--- src/rtl/idma_wr_arb.sv ---
// idma_wr_arb: round-robin arbiter sharing one iDMA write channel between
// NUM_REQ requesters. A descriptor is granted combinationally in IDLE, then
// the data port is locked to the winner until its word count has drained.
module idma_wr_arb #(
    parameter int NUM_REQ      = 4,
    parameter int ID_W         = 2,
    parameter int AXI_ADDR_WID = 32,
    parameter int AXI_DATA_WID = 256,
    parameter int AXI_STRBW    = 32
) (
    input  logic                              cclk,
    input  logic                              rst_n,
    input  logic                              arb_init,
    input  logic [NUM_REQ-1:0]                req_valid,
    input  logic [NUM_REQ*AXI_ADDR_WID-1:0]   req_addr,
    input  logic [NUM_REQ*32-1:0]             req_num,
    output logic [NUM_REQ-1:0]                req_ready,
    input  logic [NUM_REQ-1:0]                req_data_valid,
    input  logic [NUM_REQ*AXI_DATA_WID-1:0]   req_data,
    input  logic [NUM_REQ*AXI_STRBW-1:0]      req_strb,
    output logic [NUM_REQ-1:0]                req_data_ready,
    output logic                              wr_req,
    output logic [AXI_ADDR_WID-1:0]           wr_addr,
    output logic [31:0]                       wr_num,
    input  logic                              wr_addr_ready,
    output logic                              wr_data_valid,
    output logic [AXI_DATA_WID-1:0]           wr_data,
    output logic [AXI_STRBW-1:0]              wr_strb,
    input  logic                              wr_data_ready,
    output logic [ID_W-1:0]                   grant_id,
    output logic                              arb_busy
);

    typedef enum logic {
        ST_IDLE = 1'b0,
        ST_DATA = 1'b1
    } state_e;

    state_e          state_q, state_d;
    logic [31:0]     cnt_q, cnt_d;
    logic [ID_W-1:0] ptr_q, ptr_d;
    logic [ID_W-1:0] grant_id_q, grant_id_d;

    // Per-requester views of the flattened buses
    logic [AXI_ADDR_WID-1:0] addr_arr [NUM_REQ];
    logic [31:0]             num_arr  [NUM_REQ];
    logic [AXI_DATA_WID-1:0] data_arr [NUM_REQ];
    logic [AXI_STRBW-1:0]    strb_arr [NUM_REQ];

    for (genvar gi = 0; gi < NUM_REQ; gi++) begin : g_unpack
        assign addr_arr[gi] = req_addr[gi*AXI_ADDR_WID +: AXI_ADDR_WID];
        assign num_arr[gi]  = req_num[gi*32 +: 32];
        assign data_arr[gi] = req_data[gi*AXI_DATA_WID +: AXI_DATA_WID];
        assign strb_arr[gi] = req_strb[gi*AXI_STRBW +: AXI_STRBW];
    end

    logic            found;
    logic [ID_W-1:0] win;
    logic [ID_W-1:0] cand;
    int              search_sum;
    logic            arb_ok;
    logic            data_phase;
    logic            hs;

    // Round-robin search: first valid requester at or above ptr, wrapping
    always_comb begin
        found      = 1'b0;
        win        = '0;
        cand       = '0;
        search_sum = 0;
        for (int k = 0; k < NUM_REQ; k++) begin
            search_sum = int'(ptr_q) + k;
            if (search_sum >= NUM_REQ) begin
                search_sum = search_sum - NUM_REQ;
            end
            cand = ID_W'(search_sum);
            if (!found && req_valid[cand]) begin
                found = 1'b1;
                win   = cand;
            end
        end
    end

    // The channel pushes unconditionally, so a grant also needs address room
    assign arb_ok     = (state_q == ST_IDLE) && found && wr_addr_ready && !arb_init;
    assign data_phase = (state_q == ST_DATA) && !arb_init;
    assign hs         = wr_data_valid && wr_data_ready;

    // Descriptor and data muxes; idle outputs are held at zero
    always_comb begin
        wr_req         = arb_ok;
        req_ready      = '0;
        wr_addr        = '0;
        wr_num         = '0;
        wr_data_valid  = 1'b0;
        wr_data        = '0;
        wr_strb        = '0;
        req_data_ready = '0;
        if (arb_ok) begin
            req_ready[win] = 1'b1;
            wr_addr        = addr_arr[win];
            wr_num         = num_arr[win];
        end
        if (data_phase) begin
            wr_data_valid              = req_data_valid[grant_id_q];
            wr_data                    = data_arr[grant_id_q];
            wr_strb                    = strb_arr[grant_id_q];
            req_data_ready[grant_id_q] = wr_data_ready;
        end
    end

    // Next-state: grant bookkeeping in IDLE, beat countdown in DATA
    always_comb begin
        state_d    = state_q;
        cnt_d      = cnt_q;
        ptr_d      = ptr_q;
        grant_id_d = grant_id_q;
        if (arb_init) begin
            state_d    = ST_IDLE;
            cnt_d      = '0;
            ptr_d      = '0;
            grant_id_d = '0;
        end else begin
            case (state_q)
                ST_IDLE: begin
                    if (arb_ok) begin
                        grant_id_d = win;
                        ptr_d      = (win == ID_W'(NUM_REQ - 1)) ? '0 : win + ID_W'(1);
                        // Zero-length descriptors complete without a data phase
                        if (num_arr[win] != 32'd0) begin
                            cnt_d   = num_arr[win];
                            state_d = ST_DATA;
                        end
                    end
                end
                ST_DATA: begin
                    if (hs) begin
                        cnt_d = cnt_q - 32'd1;
                        if (cnt_q == 32'd1) begin
                            state_d = ST_IDLE;
                        end
                    end
                end
                default: state_d = ST_IDLE;
            endcase
        end
    end

    // State register with asynchronous reset
    always_ff @(posedge cclk or negedge rst_n) begin
        if (!rst_n) begin
            state_q    <= ST_IDLE;
            cnt_q      <= '0;
            ptr_q      <= '0;
            grant_id_q <= '0;
        end else begin
            state_q    <= state_d;
            cnt_q      <= cnt_d;
            ptr_q      <= ptr_d;
            grant_id_q <= grant_id_d;
        end
    end

    assign grant_id = grant_id_q;
    assign arb_busy = (state_q == ST_DATA);

endmodule

--- config.mk ---
export PLATFORM = sky130hd
export DESIGN_NAME = idma_wr_arb
export DESIGN_NICKNAME = d
export VERILOG_FILES = /design/src/rtl/idma_wr_arb.sv
export SDC_FILE = /design/constraint.sdc
export NUM_CORES = 1
export LEC_CHECK = 0
export CORE_AREA = 2 2 693 695
export DETAILED_ROUTE_END_ITERATION = 8
export DIE_AREA = 0 0 695 697
export PLACE_DENSITY = 0.3
export SYNTH_ARGS = -nofsm -noshare
export SYNTH_HDL_FRONTEND = slang
export SYNTH_SLANG_ARGS = --single-unit
export TNS_END_PERCENT = 1
--- constraint.sdc ---
create_clock -name cclk -period 5.54 [get_ports cclk]
set_clock_uncertainty 0.05 [all_clocks]
set_input_delay 1.108 -clock cclk [delete_from_list [all_inputs] [get_ports cclk]]
set_output_delay 1.108 -clock cclk [all_outputs]
set_load 0.005 [all_outputs]
After elaboration in Yosys (flattened, before gate mapping)
Cells that the tools add are included.
{ "op_classes": {"reduce_logical": 18, "n_eq_ne": 6, "bitwise": 4, "add_sub_neg": 9, "magnitude_cmp": 14, "mux": 63} }
{ "ops": {"columns": ["operator", "n"], "rows": [
  ["$mux 256", 3],
  ["$bmux 256 s2", 1],
  ["$mux 32", 13],
  ["$bmux 32 s2", 3],
  ["$pmux 32 s2", 1],
  ["$eq 32x1->1 const B", 1],
  ["$reduce_bool 32->1", 1],
  ["$sub 32x1->32 const B", 1],
  ["$mux 2", 15],
  ["$lt 2x3->1 const B", 6],
  ["$mux 1", 17],
  ["$ge 3x3->1 const B", 5],
  ["$bmux 1 s2", 5],
  ["$logic_and 1x1->1", 10],
  ["$mux 4", 2],
  ["$sub 2x1->2 const B", 4],
  ["$add 2x2->3 const B", 2],
  ["$ne 3x2->1 const B", 2],
  ["$not 2->3", 2],
  ["$and 4x4->4", 1],
  ["$demux 1 s2", 2],
  ["$ge 2x1->1 const B", 2],
  ["$logic_not 1->1", 4],
  ["$add 2x1->3 const B", 1],
  ["other kinds (10)", 10]
]} }
{ "totals": {"wordCells": 118, "output_inout_bits": 365, "inputBits": 1421, "register_bits": 37} }

Longest topological paths before layout
Gate-level depths: netlist of the first run.
{ "depth": {"ltp_word": 23, "mapped_depth": 13, "ltp_nobuf": 10} }

Least setup slack after synthesis of the first run
OpenSTA, ideal clock, no wires.
{ "synth_path": {"path_type": "input-to-output", "start": "input req_valid[0]", "end": "output wr_num[24]", "cell_stages": 12, "arrival_time_ns": 3.091, "slack_ns": 1.291, "n_path_buf": 3, "required_time_ns": 4.382, "path_cell_list": "and2_1 > o211a_1 > nor2_2 > inv_2 > buf_6 > buf_4 > a211oi_1 > o22ai_1 > nor4_1 > and4_1 > buf_2 > nor3_1"} }
{ "synth_between": {"elab_chain_cells": 17, "elab_cells_between_ends": 30, "classes_between": "mux (20); bitwise (1); reduce/logical (9)"} }
{ "synth_rtl": {"columns": ["element", "line_no", "source"], "rows": [
  ["start, declared", "14", "input logic [NUM_REQ-1:0] req_valid,"],
  ["$bmux 1 s2", "77", "if (!found && req_valid[cand]) begin"],
  ["$mux 1 (implied by the code)", "77", null],
  ["$mux 1", "77", null],
  ["$logic_not 1->1", "77", null],
  ["$logic_and 1x1->1", "77", null],
  ["$mux 1", "77", null],
  ["$logic_not 1->1", "77", null],
  ["$logic_and 1x1->1", "77", null],
  ["$mux 1", "77", null],
  ["$logic_not 1->1", "77", null],
  ["$logic_and 1x1->1", "77", null],
  ["$mux 2", "77", null],
  ["$not 2->3 (implied by the code)", "102", "wr_num = num_arr[win];"],
  ["$bmux 32 s2", "102", null],
  ["$mux 32 (implied by the code) (2 in series)", "102", null],
  ["$mux 32 (*)", "99", "if (arb_ok) begin"],
  ["end, declared", "24", "output logic [31:0] wr_num,"]
]} }
Every way passes the cells marked *; elsewhere a longest branch is shown, timed or not. The select of a mux whose other input is x is not followed.

Worst setup path after layout of the first run
{ "layout_path": {"start": "input req_valid[2]", "end": "output wr_addr[23]"} }
{ "layout_between": {"elab_chain_cells": 17, "elab_cells_between_ends": 30, "classes_between": "mux (20); bitwise (1); reduce/logical (9)"} }
{ "layout_rtl": {"columns": ["element", "line_no", "source"], "rows": [
  ["$bmux 1 s2", "77", null],
  ["$mux 1 (implied by the code)", "77", null],
  ["$mux 1", "77", null],
  ["$logic_not 1->1", "77", null],
  ["$logic_and 1x1->1", "77", null],
  ["$mux 1", "77", null],
  ["$logic_not 1->1", "77", null],
  ["$logic_and 1x1->1", "77", null],
  ["$mux 1", "77", null],
  ["$logic_not 1->1", "77", null],
  ["$logic_and 1x1->1", "77", null],
  ["$mux 2", "77", null],
  ["$not 2->3 (implied by the code)", "101", "wr_addr = addr_arr[win];"],
  ["$bmux 32 s2", "101", null],
  ["$mux 32 (implied by the code) (2 in series)", "101", null],
  ["$mux 32 (*)", "99", null],
  ["end, declared", "23", "output logic [AXI_ADDR_WID-1:0] wr_addr,"]
]} }
Marks and branches as above.

==> results of run 1 <==
## cells by family (layout without fill, tap and decap cells)
group           count (synthesis)  in the layout
fa+ha+maj                       6              6
compound gates                178            178
mux                           290            290
buf+inv                       211           1897
flops                          37             37
simple gates                  770            770
other cells                     0            158
## critical path, stage by stage
cell and delay, ns:
clkdlybuf4s50_1 0.56, nand2b_1 0.11, o211a_1 0.28, nor2_4 0.16, inv_4 0.13, buf_12 0.19
buf_4 0.21, nand2_1 0.10, nand3_1 0.70, and3_1 0.57, buf_12 0.16
## cell type report
type	count	area (um^2)	share of cell area [%]
clock buffer	6	138.9	0.3281
clock inverter	2	13.76	0.03251
multi-input combinational	1244	12070	28.50
sequential	37	937.1	2.214
tap	6400	8008	18.92
inverter	14	62.56	0.1478
antenna	158	395.4	0.9340
timing repair buffer	1875	20710	48.93
## per-stage QoR
| step | hold WS, ns | power [mW] | setup slack (ns) | instance area, um^2 | util (%) |
|---|---|---|---|---|---|
| after floorplan | 0.4356 | 1.583 | 1.291 | 13750 | - |
| after global placement | 0.4773 | 4.700 | -0.09372 | 41750 | 8.751 |
| after detailed placement | 0.4896 | 4.679 | -0.1321 | 41750 | 8.751 |
| after CTS | 0.5106 | 5.021 | 0.008313 | 41910 | 8.787 |
| after global routing | 0.5385 | 5.168 | 0.0008025 | 42050 | 8.816 |
| final | 0.5096 | 4.948 | 0.009835 | 42330 | 8.874 |
## per-layer routing
| layer | routed length (um) | up-vias |
|---|---|---|
| li1 | - | 9637 |
| met5 | 1990 | - |
| met4 | 16750 | 298 |
| met1 | 171700 | 12770 |
| met2 | 189300 | 2319 |
| met3 | 67510 | 979 |
## power by group through the flow
stage               sequential (mW)  combinational (mW)  clock (mW)
floorplan                     0.337                1.25           0
global placement              0.380                4.32           0
detailed placement            0.380                4.30           0
CTS                           0.376                4.32       0.320
global route                  0.382                4.46       0.329
finish                        0.374                4.26       0.318
## worst paths after layout
| path | slack, ns | cells past startpoint | end |
|---|---|---|---|
| max | 0.01 | 11 | wr_addr[23] |
| min | 0.51 | 2 | cnt_q[13] |
| max reg2reg | 1.43 | 12 | cnt_q[28] |
| min reg2reg | 0.51 | 2 | cnt_q[13] |
| max in group asynchronous | 4.07 | 2 | arb_busy |
| min in group asynchronous | 0.89 | 2 | grant_id[1] |
## flip-flops by register name (all words and copies together), names as in the netlist
| register | count |
|---|---|
| cnt_q | 32 |
| grant_id | 2 |
| ptr_q | 2 |
| arb_busy | 1 |
## cells in the mapped netlist (2+ instances only)
library cell | n | area (um^2)
buf_1 | 39 | 146.4
nand3_1 | 81 | 405.4
inv_1 | 10 | 37.54
o2bb2ai_1 | 2 | 17.52
o41ai_1 | 5 | 43.79
nand2_1 | 161 | 604.3
or4_1 | 4 | 30.03
o31ai_2 | 3 | 37.54
or3_1 | 3 | 18.77
nor3_1 | 41 | 205.2
o211ai_1 | 9 | 67.56
o21ai_0 | 30 | 150.1
a311oi_1 | 7 | 61.31
nor2_1 | 46 | 172.7
and3_1 | 385 | 2409
a21oi_1 | 11 | 55.05
inv_2 | 3 | 11.26
or2_2 | 9 | 56.30
buf_2 | 6 | 30.03
buf_6 | 3 | 33.78
o31ai_1 | 2 | 15.01
o22ai_1 | 19 | 118.9
nand4_1 | 7 | 43.79
clkbuf_1 | 148 | 555.5
o311ai_0 | 4 | 35.03
ha_1 | 6 | 75.07
a31oi_1 | 12 | 75.07
nor4_1 | 15 | 93.84
a211oi_1 | 62 | 465.5
dfrtp_1 | 37 | 925.9
and2_1 | 9 | 56.30
mux4_2 | 289 | 6509
nand2b_1 | 4 | 25.02
## what timing repair did
| item | CTS | global route |
|---|---|---|
| hold buffers | 0 | 0 |
| resized for setup | 3 | 4 |
| buffers inserted | 0 | 0 |
| endpoints found under the setup margin | 2 | 4 |
==> results.cfg, run 1 <==
[floorplanning]
ioPinCount = 1786
die_w_um = 695
floorplan.initialDensity_pct = 2.883
die_h_um = 697
num_rows = 254
dieArea_um2 = 484400
core-area_um2 = 477000

[synth]
netlist_area_um2 = 13750
synth.distinct_cells = 53
async_flop_share_pct = 100.0
syn_area_per_cell_um2 = 9.219
synth_top_family_by_area = multiplexers
synth_flop_cell = dfrtp_1
ys_ff_latch = 37
synth-xor-area-share_pct = 0
synth_compound_gate_area_share_pct = 9.097
synthesis.yosys.warnings = 0
muxShareOfSynthArea_pct = 47.39
synth_simple_gate_area_share_pct = 30.23
synth_fa_ha_area_share_pct = 0.5458
synth-seq-area-share_pct = 6.732
synth_cells = 1492
syn_nets = 2919
synth_edf_count = 0

[placed_design]
gp_congestion = 1.056
io_buffers = 1785
dp_hpwl_mm = 422.4
dp.cells = 9570

[layout]
fillers = 55307
drive_above_1_share_pct = 20.74
area_growth_pct = 207.8
final_common_cell = clkdlybuf4s50_1
fin_cells = 9736
layout_common_cells = clkdlybuf4s50_1, and3_1, mux4_2
nNetsFinal = 4604

[worst_setup_path]
critical_path.startpoint_type = input port
required_ns = 4.38
cp_max_fo = 23
arrival_ns = 4.37
crit_type = input port to output pin
critical_path.startpoint = req_valid[2]
reg2reg_from = ptr_q[1]
crit_path_end_kind = output pin

[status]
status = finished clean

[power_and_ir_drop]
swShare_pct = 48.41
switchingPower_mw = 2.395
clockPowerShare_pct = 6.4
p_leak_nw = 13.77
cellPowerDensity_nw_per_um2 = 116.9
comb_power_share_pct = 86.0
p_int_mw = 2.553
ir_drop_uv = 98.60
p_seq_share_pct = 7.6

[timing]
relSlewSlack_pct = 27.30
setup_tns_ns = 0
worst_pin_slew_ns = 1.091
maxSlewViolCount = 0
max_clock_freq_mhz = 180.8
fin_crit_sh_pct = 99.82
rsz0062_at_grt = no
hold_viol = 0
finalSetupViolCount = 0
period_minus_slack_ns = 5.530

[global_routing]
grt_start_max_net_pins = 97
grt_first_pass_wirelength_mm = 505.8
use_met2_pct = 27.12
grt_remaining_overflow = 0
grt_util_all_layers_pct = 17.75
first_global_vias = 24441
use_met1_pct = 20.48
busiest_layer = met2
antenna_found_initial = 574
met3_usage_pct = 11.35

[drt]
vias = 26003
routedWlPerCell_um = 45.93
wirelength_mm = 447.2
drtPass1Iterations = 7
drt_iter0_drc = 2665
drcViolationCount = 0
ant_nets = 0
viasPerCell = 2.671

[clock_tree]
cts_tree = yes
max-clock-path-buffers = 2
numCtsBuffers = 5
worstSkewPairLatency_ns = 0.29
cts.clk_slew.worst_paths_ns = 0.07
ctsRootBufferMaster = clkbuf_16
ctsHtreeMaxLevel = 2
cts.sink_count = 37

[run]
drv_cap = 0

[hold_path]
worstHoldStart = cnt_q[13]
worstHoldPathType = flip-flop to flip-flop
No activity file was read; power rests on OpenSTA's default activity.
==> run 2, diff against run 1 <==
Settings changed: CTS_BUF_LIST set to sky130_fd_sc_hd__clkbuf_4 sky130_fd_sc_hd__clkbuf_8, SLEW_MARGIN set to 20.
==> run 2 against run 1 <==
Net effect:
- the flow now finishes with violations (negative setup slack)
- non-clock buffer count is the same
- cell area shrank 0.27%
- via count grew 0.30%
- largest power group unchanged
==> results.cfg, run 2 (same netlist as run 1, synthesis figures left out) <==
[drt]
ant_nets = 0
drtPass1Iterations = 6
drt_iter0_drc = 2738
viasPerCell = 2.685
wirelength_mm = 447.4
vias = 26081
drcViolationCount = 0
routedWlPerCell_um = 46.06

[layout]
nNetsFinal = 4604
top_register = cnt_q
layout_common_cells = clkdlybuf4s50_1, and3_1, mux4_2
final_common_cell = clkdlybuf4s50_1
area_growth_pct = 206.9
largest_reg_flops = 32
drive_above_1_share_pct = 20.74

[timing]
layout_setup_ws_ns = -0.005030
fin_crit_sh_pct = 100.1
period_minus_slack_ns = 5.545
holdWs_ns = 0.5147
hold_viol = 0
rsz0062_at_grt = no
max_clock_freq_mhz = 180.3
worst_pin_slew_ns = 1.114
finalSetupViolCount = 1
maxSlewViolCount = 0
relSlewSlack_pct = 25.72

[clock_tree]
cts_tree = yes
max-clock-path-buffers = 2
worstSkewPairLatency_ns = 0.31
ctsRootBufferMaster = clkbuf_8
cts_hold_buf = 0
cts.clk_slew.worst_paths_ns = 0.09
cts.sink_count = 37
postCtsSetupRepairBufs = 0
cts_resized = 3
ctsHtreeMaxLevel = 2
numCtsBuffers = 5

[status]
status = finished with violations
violations = negative setup slack

[hold_path]
worstHoldPathType = flip-flop to flip-flop

[floorplanning]
floorplan.initialDensity_pct = 2.883
dieArea_um2 = 484400
die_w_um = 695
core-area_um2 = 477000
ioPinCount = 1786
num_rows = 254
die_h_um = 697

[global_routing]
grt_first_pass_wirelength_mm = 505.9
first_global_vias = 24424
antenna_found_initial = 571
grt_remaining_overflow = 0
grt_start_max_net_pins = 97
grt_util_all_layers_pct = 17.75

[power_and_ir_drop]
p_seq_share_pct = 7.7
switchingPower_mw = 2.386
p_leak_nw = 13.74
comb_power_share_pct = 87.6
ir_drop_uv = 82.63
p_int_mw = 2.474
cellPowerDensity_nw_per_um2 = 115.1
power_mw = 4.860
clockPowerShare_pct = 4.7
swShare_pct = 49.09

[placed_design]
dp_hpwl_mm = 422.4
dp_slack_ns = -0.1321
io_buffers = 1785
gp_congestion = 1.056

[run]
drv_cap = 0

[worst_setup_path]
required_ns = 4.38
crit_type = input port to output pin
cp_max_fo = 23
crit_path_end_kind = output pin
critical_path.startpoint_type = input port
arrival_ns = 4.39
## run 2: changes by cell type in the layout (fill, tap and decap cells not counted)
cell,previous run,this run
clkbuf_16,5,0
clkbuf_8,1,6
diode_2,158,135
## run 2: routing by layer
layer	global-route usage (%)	routed length, um	vias up	part of all wire [%]
li1	-	-	9610	-
met1	20.47	172700	12852	39
met2	27.13	189000	2326	42
met3	11.36	66520	991	15
met4	4.449	17090	302	3.8
met5	0	1994	-	0.45
## run 2: final cells by class
| cell class | instances | area (um^2) |
|---|---|---|
| Clock inverter | 2 | 13.76 |
| Clock buffer | 6 | 82.58 |
| Fill cell | 55327 | 434800 |
| Antenna cell | 135 | 337.8 |
| Timing Repair Buffer | 1875 | 20710 |
| Inverter | 14 | 62.56 |
| Multi-Input combinational cell | 1244 | 12070 |
| Sequential cell | 37 | 937.1 |
| Tap cell | 6400 | 8008 |
## run 2: power by group through the flow
stage	sequential [mW]	combinational, mW	clock [mW]
global placement	0.380	4.32	0
global route	0.382	4.46	0.241
finish	0.374	4.26	0.229
detailed placement	0.380	4.30	0
floorplan	0.337	1.25	0
CTS	0.376	4.32	0.233
## run 2: metrics by stage
stage | util [%] | TNS, ns | cell area, um^2 | instances
6_report | 8.851 | -0.005030 | 42220 | 9713
5_1_grt | 8.803 | 0 | 41990 | 9623
4_1_cts | 8.775 | 0 | 41860 | 9578
3_5_place_dp | 8.751 | -0.1321 | 41750 | 9570
3_3_place_gp | 8.751 | -0.1003 | 41750 | 9570
2_1_floorplan | - | 0 | 13750 | 1492
## run 2: path summary, 6_finish.rpt
path	endpoint	start	cells past startpoint	slack [ns]
min reg2reg	cnt_q[21]	cnt_q[21]	2	0.51
min	cnt_q[21]	cnt_q[21]	2	0.51
max in group asynchronous	arb_busy	rst_n	2	4.09
max reg2reg	cnt_q[22]	ptr_q[1]	14	1.46
min in group asynchronous	grant_id[1]	rst_n	2	0.87
max	wr_addr[30]	req_valid[2]	11	-0.005
## run 2: critical path: stages
cell and delay (ns):
clkdlybuf4s50_1 0.56, nand2b_1 0.11, o211a_1 0.28, nor2_4 0.16, inv_4 0.13, buf_12 0.19, buf_4 0.22, nand2_1 0.10
nand3_1 0.71, and3_1 0.55, buf_12 0.16
==> run 3, diff against run 2 <==
Settings changed: ABC_AREA set to 1, CORE_AREA 2 2 693 695 to 2 2 700 702, DIE_AREA 0 0 695 697 to 0 0 702 704.
==> run 3 against run 2 <==
Net effect:
- the run now ends clean
- area after synthesis fell by 14%
- clock power fell by 3%
- critical path depth increased by 4
- wire length decreased by 12%
- fmax grew 5.1%
- first-iteration DRC count shrank 8.3%
- global-route usage shrank 2.5 points
- setup slack better by 0.27 ns
- combinational power increased to 3.2 times the previous value
- flip-flop and latch count is the same
- clock-buffer cell count is the same
==> results.cfg, run 3 <==
[status]
status = finished clean

[synth]
synth.distinct_cells = 35
netlist_area_um2 = 11850
syn_area_per_cell_um2 = 5.856
async_flop_share_pct = 100.0
synth_most_common_cell = a22oi_1
syn_nets = 3450
yosysTopAreaCellShare_pct = 36.50
ys_ff_latch = 37
synthesis.yosys.warnings = 0
synth_flop_cell = dfrtp_1
yosysTopAreaCell = a22oi_1
synth-seq-area-share_pct = 7.815
synth.top_cells.by_area = a22oi_1, a21oi_1, nand2_1, dfrtp_1, clkbuf_1
synth_common_cells = a22oi_1, a21oi_1, nand2_1
synth_edf_count = 0
synth_cells = 2023

[global_routing]
grt_start_max_net_pins = 117
grt_util_all_layers_pct = 15.25
grt_first_pass_wirelength_mm = 452.3
antenna_found_initial = 374
grt_remaining_overflow = 0
first_global_vias = 26025

[timing]
fin_crit_sh_pct = 95.22
period_minus_slack_ns = 5.275
relSlewSlack_pct = 22.28
layout_setup_ws_ns = 0.2647
hold_viol = 0
maxSlewViolCount = 0
finalSetupViolCount = 0
setup_tns_ns = 0
max_clock_freq_mhz = 189.6
worst_pin_slew_ns = 1.166
rsz0062_at_grt = no
holdWs_ns = 0.4673

[power_and_ir_drop]
p_seq_share_pct = 3.4
comb_power_share_pct = 95.0
clockPowerShare_pct = 1.6
swShare_pct = 61.19
p_int_mw = 5.496
switchingPower_mw = 8.664
ir_drop_uv = 330.0
cellPowerDensity_nw_per_um2 = 346.5
power_mw = 14.16
p_leak_nw = 12.53

[worst_setup_path]
required_ns = 4.38
arrival_ns = 4.12
crit_type = input port to output pin
crit_path_end_kind = output pin
critical_path.startpoint_type = input port
reg2reg_from = ptr_q[0]
critical_path.startpoint = req_valid[2]
cp_max_fo = 22

[drt]
vias = 27331
ant_nets = 0
drtPass1Iterations = 5
drt_iter0_drc = 2512
drcViolationCount = 0
viasPerCell = 2.633
wirelength_mm = 393.8
routedWlPerCell_um = 37.93

[clock_tree]
cts_resized = 0
numCtsBuffers = 5
worstSkewPairLatency_ns = 0.33
cts.sink_count = 37
ctsHtreeMaxLevel = 2
postCtsSetupRepairBufs = 0
ctsRootBufferMaster = clkbuf_8
max-clock-path-buffers = 2
cts_hold_buf = 0
cts.clk_slew.worst_paths_ns = 0.10
cts_tree = yes

[floorplanning]
die_w_um = 702
die_h_um = 704
dieArea_um2 = 494200
floorplan.initialDensity_pct = 2.430
num_rows = 257
ioPinCount = 1786
core-area_um2 = 487500

[layout]
nNetsFinal = 5171
area_growth_pct = 244.9
fillers = 57151
final_common_cell = clkdlybuf4s50_1
multi_input_area_um2 = 9761
top_register = cnt_q
regArea_um2 = 925.9
layout_common_cells = clkdlybuf4s50_1, a22oi_1, a21oi_1
drive_above_1_share_pct = 11.67
largest_reg_flops = 32

[placed_design]
io_buffers = 1785
dp_hpwl_mm = 367.9
gp_congestion = 0.9565
dp_slack_ns = 0.2107

[hold_path]
worstHoldPathType = flip-flop to flip-flop
worstHoldStart = cnt_q[31]

[run]
drv_cap = 0
run 3: cell count changes after synthesis, moves of 71 or more:
cell | before | now
nand2_1 | 161 | 260
nor2_1 | 46 | 157
o21ai_0 | 30 | 101
a21oi_1 | 11 | 329
a22oi_1 | 0 | 576
and3_1 | 385 | 0
mux4_2 | 289 | 0
run 3: routing by layer:
layer  GRT usage (%)  vias up  share of wire (%)
met5               0        -               0.29
met4           2.593      178                2.1
met3           7.427      628                 12
met2           26.67     1916                 49
met1           16.74    13256                 37
li1                -    11353                  -
run 3: metrics by stage:
stage                     cell area (um^2)  util, %  std cells
after global routing                 40670    8.343      10304
after floorplan                      11850        -       2023
after CTS                            40460    8.300      10220
after global placement               40360    8.280      10211
after detailed placement             40370    8.281      10212
final                                40870    8.383      10381
run 3: worst paths after layout:
kind	end	slack, ns	cells past startpoint
setup / recovery	req_ready[0]	0.26	15
hold / removal	cnt_q[31]	0.47	2
setup reg to reg	cnt_q[9]	1.37	23
hold reg to reg	cnt_q[31]	0.47	2
max in group asynchronous	cnt_q[7]	4.31	1
min in group asynchronous	ptr_q[1]	0.71	1
run 3: logic make-up after synthesis:
group,share of synthesized area (%)
compound gates,58.04
xor+xnor,0.8132
fa+ha+maj,0.6336
buf+inv,10.25
flops,7.815
simple gates,22.44
run 3: power groups by stage:
| stage | Sequential, mW | Combinational, mW | Clock (mW) |
|---|---|---|---|
| after detailed placement | 0.488 | 13.8 | 0 |
| after CTS | 0.484 | 13.9 | 0.231 |
| after global placement | 0.487 | 13.8 | 0 |
| after global routing | 0.503 | 14.5 | 0.243 |
| after floorplan | 0.440 | 4.67 | 0 |
| final | 0.487 | 13.5 | 0.223 |
run 3: worst max-delay path, cell delays in order:
cell	delay, ns
clkdlybuf4s50_1	0.45
inv_1	0.11
nand2_1	0.08
nand3_1	0.10
nand2_1	0.12
nor2_4	0.16
nand3_2	0.10
clkinv_1	0.08
nand2_1	0.08
nand2_4	0.36
buf_4	0.34
ha_1	0.17
inv_1	0.04
nor2_1	0.21
clkdlybuf4s50_1	0.56
run 3: area by class of cell:
type | instances | area share, %
Clock buffer | 6 | 0.1868
Clock inverter | 2 | 0.03674
Sequential cell | 37 | 2.266
Multi-Input combinational cell | 1690 | 23.88
Timing Repair Buffer | 1948 | 52.20
Tap cell | 6475 | 19.82
Antenna cell | 161 | 0.9859
Inverter | 62 | 0.6124
